$ cat src/rtl/alu_issue_stage_if.sv
// Handshake bundles around the ALU issue stage.
// alu_dec_if carries decoded fields from decode into the stage.
// alu_ex_if carries registered operands and control from the stage to the ALU.

interface alu_dec_if #(
    parameter int XLEN = 32
);
    logic            in_valid;
    logic            in_ready;
    logic [6:0]      opcode;
    logic [2:0]      funct3;
    logic            funct7b5;
    logic [XLEN-1:0] rs1_data;
    logic [XLEN-1:0] rs2_data;
    logic [XLEN-1:0] imm;
    logic [4:0]      rd_addr;

    modport master (
        output in_valid, opcode, funct3, funct7b5, rs1_data, rs2_data, imm, rd_addr,
        input  in_ready
    );
    modport slave (
        input  in_valid, opcode, funct3, funct7b5, rs1_data, rs2_data, imm, rd_addr,
        output in_ready
    );
endinterface

interface alu_ex_if #(
    parameter int XLEN = 32
);
    logic            out_valid;
    logic            out_ready;
    logic [XLEN-1:0] alu_a;
    logic [XLEN-1:0] alu_b;
    logic [2:0]      alu_control;
    logic [4:0]      rd_out;
    logic            reg_write;
    logic            is_branch;
    logic            illegal;

    modport master (
        output out_valid, alu_a, alu_b, alu_control, rd_out, reg_write, is_branch, illegal,
        input  out_ready
    );
    modport slave (
        input  out_valid, alu_a, alu_b, alu_control, rd_out, reg_write, is_branch, illegal,
        output out_ready
    );
endinterface

$ cat src/rtl/alu_issue_stage.sv
// ID/EX issue stage: decodes RV32I ALU-class instructions into a 3-bit ALU
// control code, picks operand B, and holds the result in a single-entry
// pipeline register with valid/ready, stall and flush. Two saturating event
// counters record accepted legal and illegal instructions.

module alu_issue_stage #(
    parameter int XLEN  = 32,
    parameter int CNT_W = 16
) (
    input  logic             clk,
    input  logic             rst,
    alu_dec_if.slave         dec,
    alu_ex_if.master         ex,
    input  logic             flush,
    output logic [CNT_W-1:0] issued_cnt,
    output logic [CNT_W-1:0] illegal_cnt
);
    localparam logic [2:0] ALU_ADD = 3'b000;
    localparam logic [2:0] ALU_SUB = 3'b001;
    localparam logic [2:0] ALU_AND = 3'b010;
    localparam logic [2:0] ALU_OR  = 3'b011;
    localparam logic [2:0] ALU_XOR = 3'b100;
    localparam logic [2:0] ALU_SLT = 3'b101;

    localparam logic [6:0] OP_R      = 7'b0110011;
    localparam logic [6:0] OP_I      = 7'b0010011;
    localparam logic [6:0] OP_LOAD   = 7'b0000011;
    localparam logic [6:0] OP_STORE  = 7'b0100011;
    localparam logic [6:0] OP_BRANCH = 7'b1100011;

    localparam logic [CNT_W-1:0] CNT_MAX = {CNT_W{1'b1}};

    logic             valid_reg;
    logic [XLEN-1:0]  a_reg;
    logic [XLEN-1:0]  b_reg;
    logic [2:0]       ctrl_reg;
    logic [4:0]       rd_reg;
    logic             wr_reg;
    logic             br_reg;
    logic             ill_reg;
    logic [CNT_W-1:0] issued_reg;
    logic [CNT_W-1:0] illegal_reg;

    logic [2:0]       ctrl_next;
    logic [XLEN-1:0]  b_next;
    logic             wr_next;
    logic             br_next;
    logic             ill_next;
    logic             accept;
    logic             in_ready;

    // The register can take a new entry when it is empty or being consumed.
    assign in_ready     = !valid_reg || ex.out_ready;
    assign dec.in_ready = in_ready;
    assign accept       = dec.in_valid && in_ready && !flush;

    // Decode opcode/funct into ALU control, operand B and writeback/branch flags.
    always_comb begin
        ctrl_next = ALU_ADD;
        b_next    = '0;
        wr_next   = 1'b0;
        br_next   = 1'b0;
        ill_next  = 1'b0;
        case (dec.opcode)
            OP_R, OP_I: begin
                b_next  = (dec.opcode == OP_R) ? dec.rs2_data : dec.imm;
                wr_next = 1'b1;
                case (dec.funct3)
                    3'b000:  ctrl_next = (dec.opcode == OP_R && dec.funct7b5) ? ALU_SUB : ALU_ADD;
                    3'b111:  ctrl_next = ALU_AND;
                    3'b110:  ctrl_next = ALU_OR;
                    3'b100:  ctrl_next = ALU_XOR;
                    3'b010:  ctrl_next = ALU_SLT;
                    default: ill_next  = 1'b1;
                endcase
            end
            OP_LOAD: begin
                b_next  = dec.imm;
                wr_next = 1'b1;
            end
            OP_STORE: begin
                b_next = dec.imm;
            end
            OP_BRANCH: begin
                if (dec.funct3 == 3'b000 || dec.funct3 == 3'b001) begin
                    ctrl_next = ALU_SUB;
                    b_next    = dec.rs2_data;
                    br_next   = 1'b1;
                end else begin
                    ill_next = 1'b1;
                end
            end
            default: ill_next = 1'b1;
        endcase
        // Unsupported encodings issue as a harmless ADD with B=0 and no side effects.
        if (ill_next) begin
            ctrl_next = ALU_ADD;
            b_next    = '0;
            wr_next   = 1'b0;
            br_next   = 1'b0;
        end
        // x0 is never written.
        if (dec.rd_addr == 5'd0) begin
            wr_next = 1'b0;
        end
    end

    // Pipeline register: flush empties it, accept loads it, an idle consumer drains it.
    always_ff @(posedge clk or negedge rst) begin
        if (!rst) begin
            valid_reg <= 1'b0;
            a_reg     <= '0;
            b_reg     <= '0;
            ctrl_reg  <= ALU_ADD;
            rd_reg    <= '0;
            wr_reg    <= 1'b0;
            br_reg    <= 1'b0;
            ill_reg   <= 1'b0;
        end else if (flush) begin
            valid_reg <= 1'b0;
        end else if (accept) begin
            valid_reg <= 1'b1;
            a_reg     <= dec.rs1_data;
            b_reg     <= b_next;
            ctrl_reg  <= ctrl_next;
            rd_reg    <= dec.rd_addr;
            wr_reg    <= wr_next;
            br_reg    <= br_next;
            ill_reg   <= ill_next;
        end else if (in_ready) begin
            valid_reg <= 1'b0;
        end
    end

    // Saturating event counters, stepped only by accepted instructions.
    always_ff @(posedge clk or negedge rst) begin
        if (!rst) begin
            issued_reg  <= '0;
            illegal_reg <= '0;
        end else if (accept) begin
            if (ill_next) begin
                if (illegal_reg != CNT_MAX) illegal_reg <= illegal_reg + 1'b1;
            end else begin
                if (issued_reg != CNT_MAX) issued_reg <= issued_reg + 1'b1;
            end
        end
    end

    assign ex.out_valid   = valid_reg;
    assign ex.alu_a       = a_reg;
    assign ex.alu_b       = b_reg;
    assign ex.alu_control = ctrl_reg;
    assign ex.rd_out      = rd_reg;
    assign ex.reg_write   = wr_reg;
    assign ex.is_branch   = br_reg;
    assign ex.illegal     = ill_reg;
    assign issued_cnt     = issued_reg;
    assign illegal_cnt    = illegal_reg;

endmodule

$ cat src/flat_wrapper.sv
// flat-port wrapper written by rule: the top's interface ports become plain ports
module alu_issue_stage_flat 
#(
    parameter int XLEN  = 32,
    parameter int CNT_W = 16
)
  (clk, rst, flush, issued_cnt, illegal_cnt, dec_in_valid, dec_opcode, dec_funct3, dec_funct7b5, dec_rs1_data, dec_rs2_data, dec_imm, dec_rd_addr, dec_in_ready, ex_out_valid, ex_alu_a, ex_alu_b, ex_alu_control, ex_rd_out, ex_reg_write, ex_is_branch, ex_illegal, ex_out_ready);
  alu_dec_if #(.XLEN(XLEN)) dec_i ();
  alu_ex_if #(.XLEN(XLEN)) ex_i ();
  input  logic clk;
  input  logic rst;
  input  logic flush;
  output logic [CNT_W-1:0] issued_cnt;
  output logic [CNT_W-1:0] illegal_cnt;
  input wire logic [$bits(dec_i.in_valid)-1:0] dec_in_valid;
  input wire logic [$bits(dec_i.opcode)-1:0] dec_opcode;
  input wire logic [$bits(dec_i.funct3)-1:0] dec_funct3;
  input wire logic [$bits(dec_i.funct7b5)-1:0] dec_funct7b5;
  input wire logic [$bits(dec_i.rs1_data)-1:0] dec_rs1_data;
  input wire logic [$bits(dec_i.rs2_data)-1:0] dec_rs2_data;
  input wire logic [$bits(dec_i.imm)-1:0] dec_imm;
  input wire logic [$bits(dec_i.rd_addr)-1:0] dec_rd_addr;
  output wire logic [$bits(dec_i.in_ready)-1:0] dec_in_ready;
  output wire logic [$bits(ex_i.out_valid)-1:0] ex_out_valid;
  output wire logic [$bits(ex_i.alu_a)-1:0] ex_alu_a;
  output wire logic [$bits(ex_i.alu_b)-1:0] ex_alu_b;
  output wire logic [$bits(ex_i.alu_control)-1:0] ex_alu_control;
  output wire logic [$bits(ex_i.rd_out)-1:0] ex_rd_out;
  output wire logic [$bits(ex_i.reg_write)-1:0] ex_reg_write;
  output wire logic [$bits(ex_i.is_branch)-1:0] ex_is_branch;
  output wire logic [$bits(ex_i.illegal)-1:0] ex_illegal;
  input wire logic [$bits(ex_i.out_ready)-1:0] ex_out_ready;
  assign dec_i.in_valid = dec_in_valid;
  assign dec_i.opcode = dec_opcode;
  assign dec_i.funct3 = dec_funct3;
  assign dec_i.funct7b5 = dec_funct7b5;
  assign dec_i.rs1_data = dec_rs1_data;
  assign dec_i.rs2_data = dec_rs2_data;
  assign dec_i.imm = dec_imm;
  assign dec_i.rd_addr = dec_rd_addr;
  assign dec_in_ready = dec_i.in_ready;
  assign ex_out_valid = ex_i.out_valid;
  assign ex_alu_a = ex_i.alu_a;
  assign ex_alu_b = ex_i.alu_b;
  assign ex_alu_control = ex_i.alu_control;
  assign ex_rd_out = ex_i.rd_out;
  assign ex_reg_write = ex_i.reg_write;
  assign ex_is_branch = ex_i.is_branch;
  assign ex_illegal = ex_i.illegal;
  assign ex_i.out_ready = ex_out_ready;
  alu_issue_stage #(.XLEN(XLEN), .CNT_W(CNT_W)) u_core (.clk(clk), .rst(rst), .dec(dec_i), .ex(ex_i), .flush(flush), .issued_cnt(issued_cnt), .illegal_cnt(illegal_cnt));
endmodule
$ cat config.mk
export PLATFORM = sky130hd
export DESIGN_NAME = alu_issue_stage_flat
export DESIGN_NICKNAME = d
export VERILOG_FILES = /design/src/rtl/alu_issue_stage_if.sv /design/src/rtl/alu_issue_stage.sv /design/src/flat_wrapper.sv
export SDC_FILE = /design/constraint.sdc
export NUM_CORES = 1
export LEC_CHECK = 0
export ABC_AREA = 0
export BUFFER_PORTS_ARGS = -buffer_cell sky130_fd_sc_hd__buf_4
export CELL_PAD_IN_SITES_DETAIL_PLACEMENT = 0
export CELL_PAD_IN_SITES_GLOBAL_PLACEMENT = 2
export CORE_UTILIZATION = 25
export CTS_CLUSTER_DIAMETER = 200
export DETAILED_ROUTE_END_ITERATION = 8
export GPL_TIMING_DRIVEN = 0
export PLACE_DENSITY_LB_ADDON = 0.2
export SLEW_MARGIN = 15
export SYNTH_ARGS = -nofsm -noshare
export SYNTH_HDL_FRONTEND = slang
export SYNTH_SLANG_ARGS = --single-unit
$ cat constraint.sdc
create_clock -name clk -period 1.78 [get_ports clk]
set_clock_uncertainty 0.1 [all_clocks]
set_input_delay 0.267 -clock clk [delete_from_list [all_inputs] [get_ports clk]]
set_output_delay 0.267 -clock clk [all_outputs]
set_load 0.02 [all_outputs]
==> impl_metrics.csv, run 1 <==
group,metric,value,unit
sta,period_minus_slack,1.77,ns
critical_path,cp.required,1.92,ns
die,die_w,140,um
pwr,irDropWorstVdd,447,uV
route,viasPerCell,4.64,
sta,slew_violations,0,
clock_network,htreeDepth,3,
clock_network,cts_tree,"done",
sta,finalSetupViolCount,0,
critical_path,reg2reg_depth,6,
die,core_area,18700,um2
logic_synthesis,synth-adder-area-share,0.00526,
logic_synthesis,synth_compound_area_frac,0.116,
logic_synthesis,synth_top_family_by_area,"simple AND/OR/NAND/NOR gates",
grt,antenna_found_initial,0,
flow_run,maxCapViolCount,0,
logic_synthesis,syn-cell-area,4760,um2
die,die-area,19600,um2
logic_synthesis,synth_cells,409,
finish,drive_gt1_frac,0.592,
finish,final_nets,818,
place,place_area,6910,um2
logic_synthesis,synth_cell_types,47,
critical_path,crit_path_max_incr_delay,0.40,ns
critical_path,r2r_end,"u_core.illegal_cnt[14]",
sta,fin_crit_sh,0.994,
logic_synthesis,yosysSeqAreaShare,0.568,
critical_path,timing.rr.start,"u_core.ex.out_valid",
worst_hold_path,min-delay-start,"dec_funct3[0]",
logic_synthesis,synth-xor-area-share,0.0515,
logic_synthesis,synth_nets,528,
clock_network,root_buffer,"clkbuf_16",
finish,n_antenna_cell,0,
sta,tns,0,ns
sta,rsz0062_at_grt,"yes",
route,num_vias,4350,
worst_hold_path,whs_endpoint,"u_core.ex.alu_control[2]",
status,status,"complete, no violations",
clock_network,path_clk_slew,0.08,ns
critical_path,cp-end-kind,"flip-flop",
finish,final_cell_mix,"275 x buf_4, 87 x dfrtp_1, 46 x nand2_1",
place,hpwl,10900,um
critical_path,critPathLaunchType,"flip-flop",
route,ant_nets,0,
clock_network,cts.path.max_buffers,2,
critical_path,arrival,1.91,ns
logic_synthesis,yosys-mux-area-fraction,0.0993,
finish,area_growth,65.1,%
critical_path,cpMaxStageDelayCell,"dfrtp_2",
place,numPortBuffers,225,
logic_synthesis,syn_area_per_cell,11.6,um2
critical_path,crit_type,"reg -> reg",
place,gp_congestion,0.743,
route,wl_per_cell,16.1,um
critical_path,ff2ff_setup_slack,0.01,ns
route,first_pass_iters,4,
logic_synthesis,yosysWarnings,0,
pwr,power_density,831,nW/um2
critical_path,cp_max_fo,5,
worst_hold_path,hold_depth,2,
route,drc,0,
grt,grt_overflow,0,
grt,grt_first_pass_wirelength,23200,um
finish,layout_commonest_cell,"buf_4",
worst_hold_path,min_path_type,"in -> reg",
clock_network,cts-buffers-inserted,9,
grt,grt_usage,0.151,
logic_synthesis,yosys.area_share.simple,0.138,
clock_network,cts.sinks,108,
clock_network,clk_latency,0.35,ns
finish,final_cell_area,7860,um2
die,row_count,50,
pwr,p_leak,3.66,nW
grt,grt_max_degree,67,
sta,tightestPinTransition,0.437,ns
die,start_util,0.255,
die,die_h,140,um
die,ios,226,
critical_path,cp_cell_sequence,"nand2b_1 > buf_8 > nand2_8 > or3_4 > nor3b_4 > mux2_4",
finish,fillerInstances,1859,
sta,max_freq,0.565,GHz
sta,hold_viol_final,0,
route,wl,15100,um
route,drt_iter0_markers,130,
sta,maxSlewHeadroom,0.709,
grt,grt_pass1_vias,4280,
logic_synthesis,synth_seq_cells,108,
layout make-up:
type                    instances  area (um2)  share of cell area
plain buffers                  19         120              0.0153
multi-input cells             277        2240               0.285
well taps                     234         293              0.0372
clock inverters                 5        60.1             0.00764
repair buffers                281        2180               0.277
clock buffers                  11         233              0.0296
inverters                       3        11.3             0.00143
flip-flops and latches        108        2730               0.347
how the worst max path moves through the flow:
stage	start	to	slack, ns	cells after the start
CTS	u_core.ex.out_valid	u_core.illegal_cnt[14]	-0.07	6
detailed placement	dec_opcode[2]	u_core.ex.alu_b[20]	-0.71	6
finish	u_core.ex.out_valid	u_core.illegal_cnt[14]	0.01	6
global route	u_core.issued_cnt[12]	u_core.issued_cnt[9]	-0.09	7
global placement	dec_opcode[2]	u_core.ex.alu_b[2]	-0.72	6
floorplan	u_core.illegal_cnt[2]	u_core.illegal_cnt[11]	-0.05	5
where the power goes:
group / switching [mW] / total [mW] / internal [mW]
combinational: 0.762 / 1.61 / 0.843
clock: 0.954 / 2.05 / 1.10
sequential: 0.184 / 2.88 / 2.69
total: 1.90 / 6.54 / 4.63
per-stage QoR:
| step | util | power, mW | cells | worst slack [ns] | hold WS, ns |
|---|---|---|---|---|---|
| 6_report | 0.420 | 6.54 | 938 | 0.0115 | 0.0329 |
| 5_1_grt | 0.420 | 6.85 | 938 | -0.0945 | 0.0298 |
| 4_1_cts | 0.399 | 6.49 | 905 | -0.0655 | 0.0225 |
| 3_5_place_dp | 0.369 | 4.34 | 869 | -0.713 | 0.123 |
| 3_3_place_gp | 0.368 | 4.29 | 868 | -0.717 | 0.323 |
| 2_1_floorplan | - | 3.54 | 409 | -0.0544 | -0.129 |
cells by family (layout without fill, tap and decap cells):
logic type,count (synthesis),count (layout)
simple gates,123,123
flops,108,108
compound gates,82,82
mux,42,42
xor+xnor,28,28
buf+inv,24,319
fa+ha+maj,2,2
worst max-delay path, delay by kind of cell, from the launching register on:
| kind | cells | cell delay, ns |
|---|---|---|
| mux | 1 | 0.31 |
| simple gates | 4 | 0.71 |
| flops | 1 | 0.40 |
| buf+inv | 1 | 0.14 |
routing by layer:
metal / vias to the layer above / track usage / routed length, um
li1: 2051 / - / -
met1: 2153 / 0.195 / 6600
met2: 135 / 0.247 / 7330
met3: 11 / 0.0383 / 955
met4: 0 / 0.0509 / 184
met5: - / 0 / 0
Yosys cell counts, drive strengths merged:
| master | instances | area (um2) |
|---|---|---|
| dfrtp | 108 | 2700 |
| nand2 | 51 | 191 |
| mux2 | 42 | 473 |
| o21ai | 36 | 180 |
| a22oi | 32 | 240 |
| xnor2 | 16 | 140 |
| clkbuf | 13 | 48.8 |
| nand3 | 13 | 65.1 |
| xor2 | 12 | 105 |
| nand4 | 11 | 68.8 |
| nor2 | 11 | 41.3 |
| buf | 8 | 45.0 |
| and3 | 7 | 48.8 |
| nor3 | 7 | 35.0 |
| nor4 | 4 | 55.1 |
| a31oi | 3 | 18.8 |
| inv | 3 | 11.3 |
| nand2b | 3 | 18.8 |
| a211oi | 2 | 27.5 |
| a21oi | 2 | 10.0 |
| ha | 2 | 25.0 |
| o31ai | 2 | 15.0 |
| or2 | 2 | 15.0 |
| or3b | 2 | 17.5 |
| a2111oi | 1 | 27.5 |
| a21o | 1 | 8.76 |
| a22o | 1 | 8.76 |
| and2 | 1 | 6.26 |
| and2b | 1 | 7.51 |
| and4 | 1 | 8.76 |
| nand3b | 1 | 7.51 |
| nand4bb | 1 | 11.3 |
| nor2b | 1 | 6.26 |
| nor3b | 1 | 7.51 |
| nor4bb | 1 | 10.0 |
| o211ai | 1 | 7.51 |
| o41ai | 1 | 8.76 |
| or2b | 1 | 7.51 |
| or3 | 1 | 6.26 |
| or4 | 1 | 7.51 |
| or4b | 1 | 13.8 |
what timing repair did:
action / in CTS / in global routing
setup buffers: 19 / 36
endpoints found under the hold margin: 43 / 0
hold buffers: 2 / 0
pin swaps: 13 / 23
endpoints found under the setup margin: 69 / 74
gates resized for setup: 22 / 52
(Power assumes the default switching activity.)
==> run 2: changes to the inputs <==
- REMOVE_ABC_BUFFERS: unset -> 1
==> run 2 against run 1 <==
- the run now ends with setup timing left
- maximum frequency down 1.5%
- sequential share of layout area grew 0.32 points
- worst hold slack improved by 0.0012 ns
- first-iteration DRC count down 15%
- wire length increased by 3.0%
- critical path depth is 1 lower
- highest routed layer unchanged
==> impl_metrics.csv, run 2 (synthesis results as in run 1) <==
group,metric,value,unit
status,status,"finished, violations left",
status,violations,"setup timing",
die,die_h,140,um
critical_path,path_buf_inv,0,
clock_network,htreeDepth,3,
critical_path,arrival,1.93,ns
finish,post-route-util,0.415,
critical_path,crit_path_max_incr_delay,0.42,ns
grt,grt_usage,0.160,
worst_hold_path,min_path_type,"in -> reg",
sta,maxSlewHeadroom,0.654,
grt,grt.busiest_layer,"met2",
route,num_vias,4167,
pwr,p_seq_frac,0.438,
finish,area_growth,62.9,%
die,start_util,0.255,
route,ant_nets,0,
sta,max_freq,0.557,GHz
clock_network,cts-buffers-inserted,9,
grt,grt_pass1_vias,4371,
route,drc,0,
die,ios,226,
route,first_pass_iters,4,
finish,drive_gt1_frac,0.569,
finish,final_cell_mix,"265 x buf_4, 97 x dfrtp_1, 45 x nand2_1",
grt,grt_max_degree,60,
grt,grt_use_met2,0.268,
sta,finalSetupViolCount,3,
grt,met3_usage,0.0588,
flow_run,maxCapViolCount,0,
grt,grt_overflow,0,
pwr,p_int,4.55,mW
pwr,p_leak,3.62,nW
sta,hold_viol_final,0,
place,numPortBuffers,225,
grt,gr-usage-met1,0.190,
grt,antenna_found_initial,0,
finish,n_antenna_cell,0,
sta,fin_crit_sh,1.01,
finish,fillerInstances,1840,
pwr,clockPowerShare,0.313,
critical_path,crit_family,"simple AND/OR/NAND/NOR gates",
place,dp.cells,850,
place,hpwl,10700,um
critical_path,cp_max_fo,4,
clock_network,root_buffer,"clkbuf_16",
sta,period_minus_slack,1.80,ns
pwr,p_total,6.54,mW
sta,rsz0062_at_grt,"yes",
critical_path,cpMaxStageDelayCell,"dfrtp_1",
place,gp_congestion,0.756,
pwr,irDropWorstVdd,432,uV
pwr,power_switching,1.99,mW
pwr,power_density,844,nW/um2
finish,layout_commonest_cell,"buf_4",
clock_network,path_clk_slew,0.08,ns
finish,fin_cells,919,
clock_network,cts_tree,"done",
critical_path,crit_type,"reg -> reg",
sta,tightestPinTransition,0.519,ns
grt,grt_first_pass_wirelength,24100,um
die,core_area,18700,um2
route,wl_per_cell,16.9,um
sta,slew_violations,0,
route,viasPerCell,4.53,
critical_path,cp.required,1.92,ns
pwr,p_comb_frac,0.249,
critical_path,cp-end-kind,"flip-flop",
clock_network,cts.sinks,108,
sta,worst_slack,-0.0153,ns
clock_network,cts.path.max_buffers,2,
finish,final_nets,799,
die,die_w,140,um
route,wl,15500,um
die,row_count,50,
die,die-area,19600,um2
pwr,sw_frac_of_total,0.304,
clock_network,clk_latency,0.35,ns
critical_path,cp_cell_sequence,"ha_4 > nand3_4 > or3_4 > nor3b_2 > mux2_4",
route,drt_iter0_markers,111,
critical_path,critPathLaunchType,"flip-flop",
run 2: changes by cell type in the layout (fill, tap and decap cells not counted), sizes merged, moves of 2 or more:
cell    before  now
buf        290  275
clkbuf      19    9
inv          4    6
or2          2    4
run 2: worst paths after layout:
path                                  startpoint                      to  slack [ns]  cells past startpoint
setup / recovery           u_core.illegal_cnt[1]  u_core.illegal_cnt[14]       -0.02                      5
hold / removal                   dec_rs1_data[9]      u_core.ex.alu_a[9]        0.03                      2
max in group asynchronous                    rst      u_core.ex.alu_b[5]        0.58                      3
min in group asynchronous                    rst   u_core.issued_cnt[10]        0.33                      2
setup reg to reg           u_core.illegal_cnt[1]  u_core.illegal_cnt[14]       -0.02                      5
hold reg to reg              u_core.ex.alu_b[29]     u_core.ex.alu_b[29]        0.39                      2
run 2: area by class of cell:
cell class	instances	area, um2	share of cell area
flip-flops and latches	108	2720	0.350
multi-input cells	280	2250	0.290
repair buffers	278	2180	0.281
well taps	234	293	0.0378
clock buffers	9	225	0.0290
clock inverters	7	80.1	0.0103
inverters	3	11.3	0.00145
run 2: power by group through the flow:
stage          Clock [mW]  Sequential, mW  Combinational [mW]
6_report             2.05            2.87                1.63
4_1_cts              2.13            2.86                1.43
5_1_grt              2.22            2.90                1.74
3_5_place_dp            0            2.92                1.33
2_1_floorplan           0            3.16               0.313
3_3_place_gp            0            2.91                1.30
run 2: repair_timing:
item / in CTS / in global routing
resized for setup: 37 / 31
cloned: 2 / 1
setup endpoints to repair: 106 / 24
buffers inserted: 22 / 27
endpoints found under the hold margin: 51 / 0
hold buffers: 3 / 0
pin swaps: 10 / 21
run 2: worst register-to-register path, stage by stage, from the launching register on:
cell and delay, ns:
dfrtp_1 0.42, ha_4 0.18, nand3_4 0.09, or3_4 0.37
nor3b_2 0.21, mux2_4 0.32
run 2: through the flow:
step	TNS (ns)	cell area (um2)	worst slack (ns)	hold WS, ns
global route	-1.02	7750	-0.101	0.0169
global placement	-204.54	6650	-2.85	0.329
detailed placement	-53.62	6740	-0.960	0.163
CTS	-0.178	7430	-0.143	0.0153
finish	-0.0288	7750	-0.0153	0.0341
floorplan	-90.82	4670	-1.75	-0.129
run 2: metal layers:
metal  up-vias  share of wire  wire length [um]
met5         -              0                 0
met3        12          0.086              1340
met1      2003           0.41              6350
li1       2018              -                 -
met2       134           0.49              7670
met4         0          0.011               176
==> run 3: changes to the inputs <==
- CELL_PAD_IN_SITES_DETAIL_PLACEMENT: 0 -> 1
- CELL_PAD_IN_SITES_GLOBAL_PLACEMENT: 2 -> 1
- CORE_UTILIZATION: 25 -> 31
==> run 3 against run 2 <==
- the run still ends with setup timing left
- maximum frequency down 5.4%
- highest routed layer unchanged
- combinational power grew 4%
- sequential power barely moved
==> impl_metrics.csv, run 3 (synthesis results as in run 1) <==
group,metric,value,unit
clock_network,cts.sinks,108,
clock_network,cts_tree,"done",
route,drt_iter0_markers,177,
clock_network,cts.path.max_buffers,2,
die,ios,226,
route,first_pass_iters,4,
die,start_util,0.323,
grt,antenna_found_initial,0,
finish,area_growth,61.3,%
clock_network,path_clk_slew,0.07,ns
grt,grt_pass1_vias,4690,
sta,hold_viol_final,0,
critical_path,path_buf_inv,1,
worst_hold_path,min_path_type,"in -> reg",
route,ant_nets,0,
clock_network,clk_latency,0.35,ns
route,wl_per_cell,19.6,um
sta,max_freq,0.527,GHz
sta,maxSlewHeadroom,0.307,
grt,grt_max_degree,109,
place,gp_congestion,0.750,
sta,slew_violations,0,
clock_network,root_buffer,"clkbuf_16",
sta,tightestPinTransition,1.04,ns
finish,final_nets,809,
finish,final_cell_mix,"276 x buf_4, 100 x dfrtp_1, 46 x nand2_1",
pwr,irDropWorstVdd,619,uV
flow_run,maxCapViolCount,0,
status,status,"finished, violations left",
place,dp.cells,799,
die,core_area,14800,um2
route,met3_length,1210,um
route,num_vias,4423,
finish,drive_gt1_frac,0.567,
sta,worst_slack,-0.118,ns
clock_network,cts-buffers-inserted,9,
die,die_h,126,um
grt,grt_usage,0.201,
grt,grt_overflow,0,
critical_path,cp_max_fo,5,
status,violations,"setup timing",
critical_path,cp-end-kind,"flip-flop",
pwr,p_leak,3.63,nW
critical_path,cp.required,1.91,ns
finish,fin_cells,879,
pwr,power_density,848,nW/um2
critical_path,crit_family,"simple AND/OR/NAND/NOR gates",
clock_network,htreeDepth,3,
finish,n_antenna_cell,0,
route,viasPerCell,5.03,
die,row_count,44,
sta,rsz0062_at_grt,"yes",
finish,layout_commonest_cell,"buf_4",
critical_path,cp_cell_sequence,"nand4_1 > buf_4 > nor4_4 > or2_4 > nor2_4 > mux2_4",
sta,period_minus_slack,1.90,ns
pwr,p_total,6.51,mW
route,wl,17300,um
route,wl_met2,9050,um
route,drt-met1-wl,6710,um
route,drc,0,
die,die-area,15900,um2
sta,fin_crit_sh,1.07,
place,hpwl,10600,um
sta,finalSetupViolCount,17,
critical_path,cpMaxStageDelayCell,"nor4_4",
finish,fillerInstances,1566,
critical_path,arrival,2.03,ns
critical_path,critPathLaunchType,"flip-flop",
place,numPortBuffers,225,
grt,grt_first_pass_wirelength,24800,um
route,top_layer,"met4",
die,die_w,126,um
critical_path,crit_type,"reg -> reg",
critical_path,crit_path_max_incr_delay,0.42,ns
-- run 3: area by class of cell --
class / count / area, um2 / share of cell area
sequential: 108 / 2710 / 0.353
multi-input combinational: 282 / 2230 / 0.291
timing repair buffer: 286 / 2200 / 0.287
clock buffer: 12 / 256 / 0.0334
tap: 184 / 230 / 0.0300
clock inverter: 4 / 32.5 / 0.00424
inverter: 3 / 11.3 / 0.00147
-- run 3: through the flow --
stage | hold slack (ns) | instance area (um2) | worst slack, ns | util | TNS (ns)
4_1_cts | 0.0286 | 7360 | -0.0918 | 0.499 | -0.306
3_3_place_gp | 0.330 | 6590 | -2.72 | 0.446 | -185.43
3_5_place_dp | 0.331 | 6650 | -0.988 | 0.450 | -60.41
6_report | 0.0408 | 7680 | -0.118 | 0.521 | -0.913
5_1_grt | 0.0320 | 7680 | -0.173 | 0.521 | -2.73
2_1_floorplan | -0.129 | 4670 | -1.75 | - | -90.82
-- run 3: per-layer routing --
layer,GRT usage,vias up
met5,0,-
met2,0.356,161
met3,0.0697,21
li1,-,2035
met1,0.228,2206
met4,0.0567,0
-- run 3: worst paths after layout --
path | slack (ns) | depth (start not counted) | endpoint | start
min in group asynchronous | 0.47 | 2 | u_core.issued_cnt[10] | rst
worst min-delay path | 0.04 | 2 | u_core.ex.alu_a[9] | dec_rs1_data[9]
worst min register to register | 0.38 | 2 | u_core.ex.alu_b[22] | u_core.ex.alu_b[22]
worst max register to register | -0.12 | 6 | u_core.illegal_cnt[1] | u_core.illegal_cnt[3]
worst max-delay path | -0.12 | 6 | u_core.illegal_cnt[1] | u_core.illegal_cnt[3]
max in group asynchronous | 0.27 | 2 | u_core.illegal_cnt[9] | rst
-- run 3: timing repair --
| item | 4_1_cts | 5_1_grt |
|---|---|---|
| setup buffers | 30 | 29 |
| gates resized for setup | 37 | 23 |
| pin swaps | 17 | 22 |
| hold endpoints to repair | 4 | 0 |
| cloned | 3 | 2 |
| setup endpoints to repair | 101 | 47 |
| hold buffers | 2 | 0 |
-- run 3: power breakdown --
part | switching [mW] | internal (mW)
Combinational | 0.822 | 0.868
Sequential | 0.177 | 2.68
Clock | 0.928 | 1.04
Total | 1.93 | 4.58
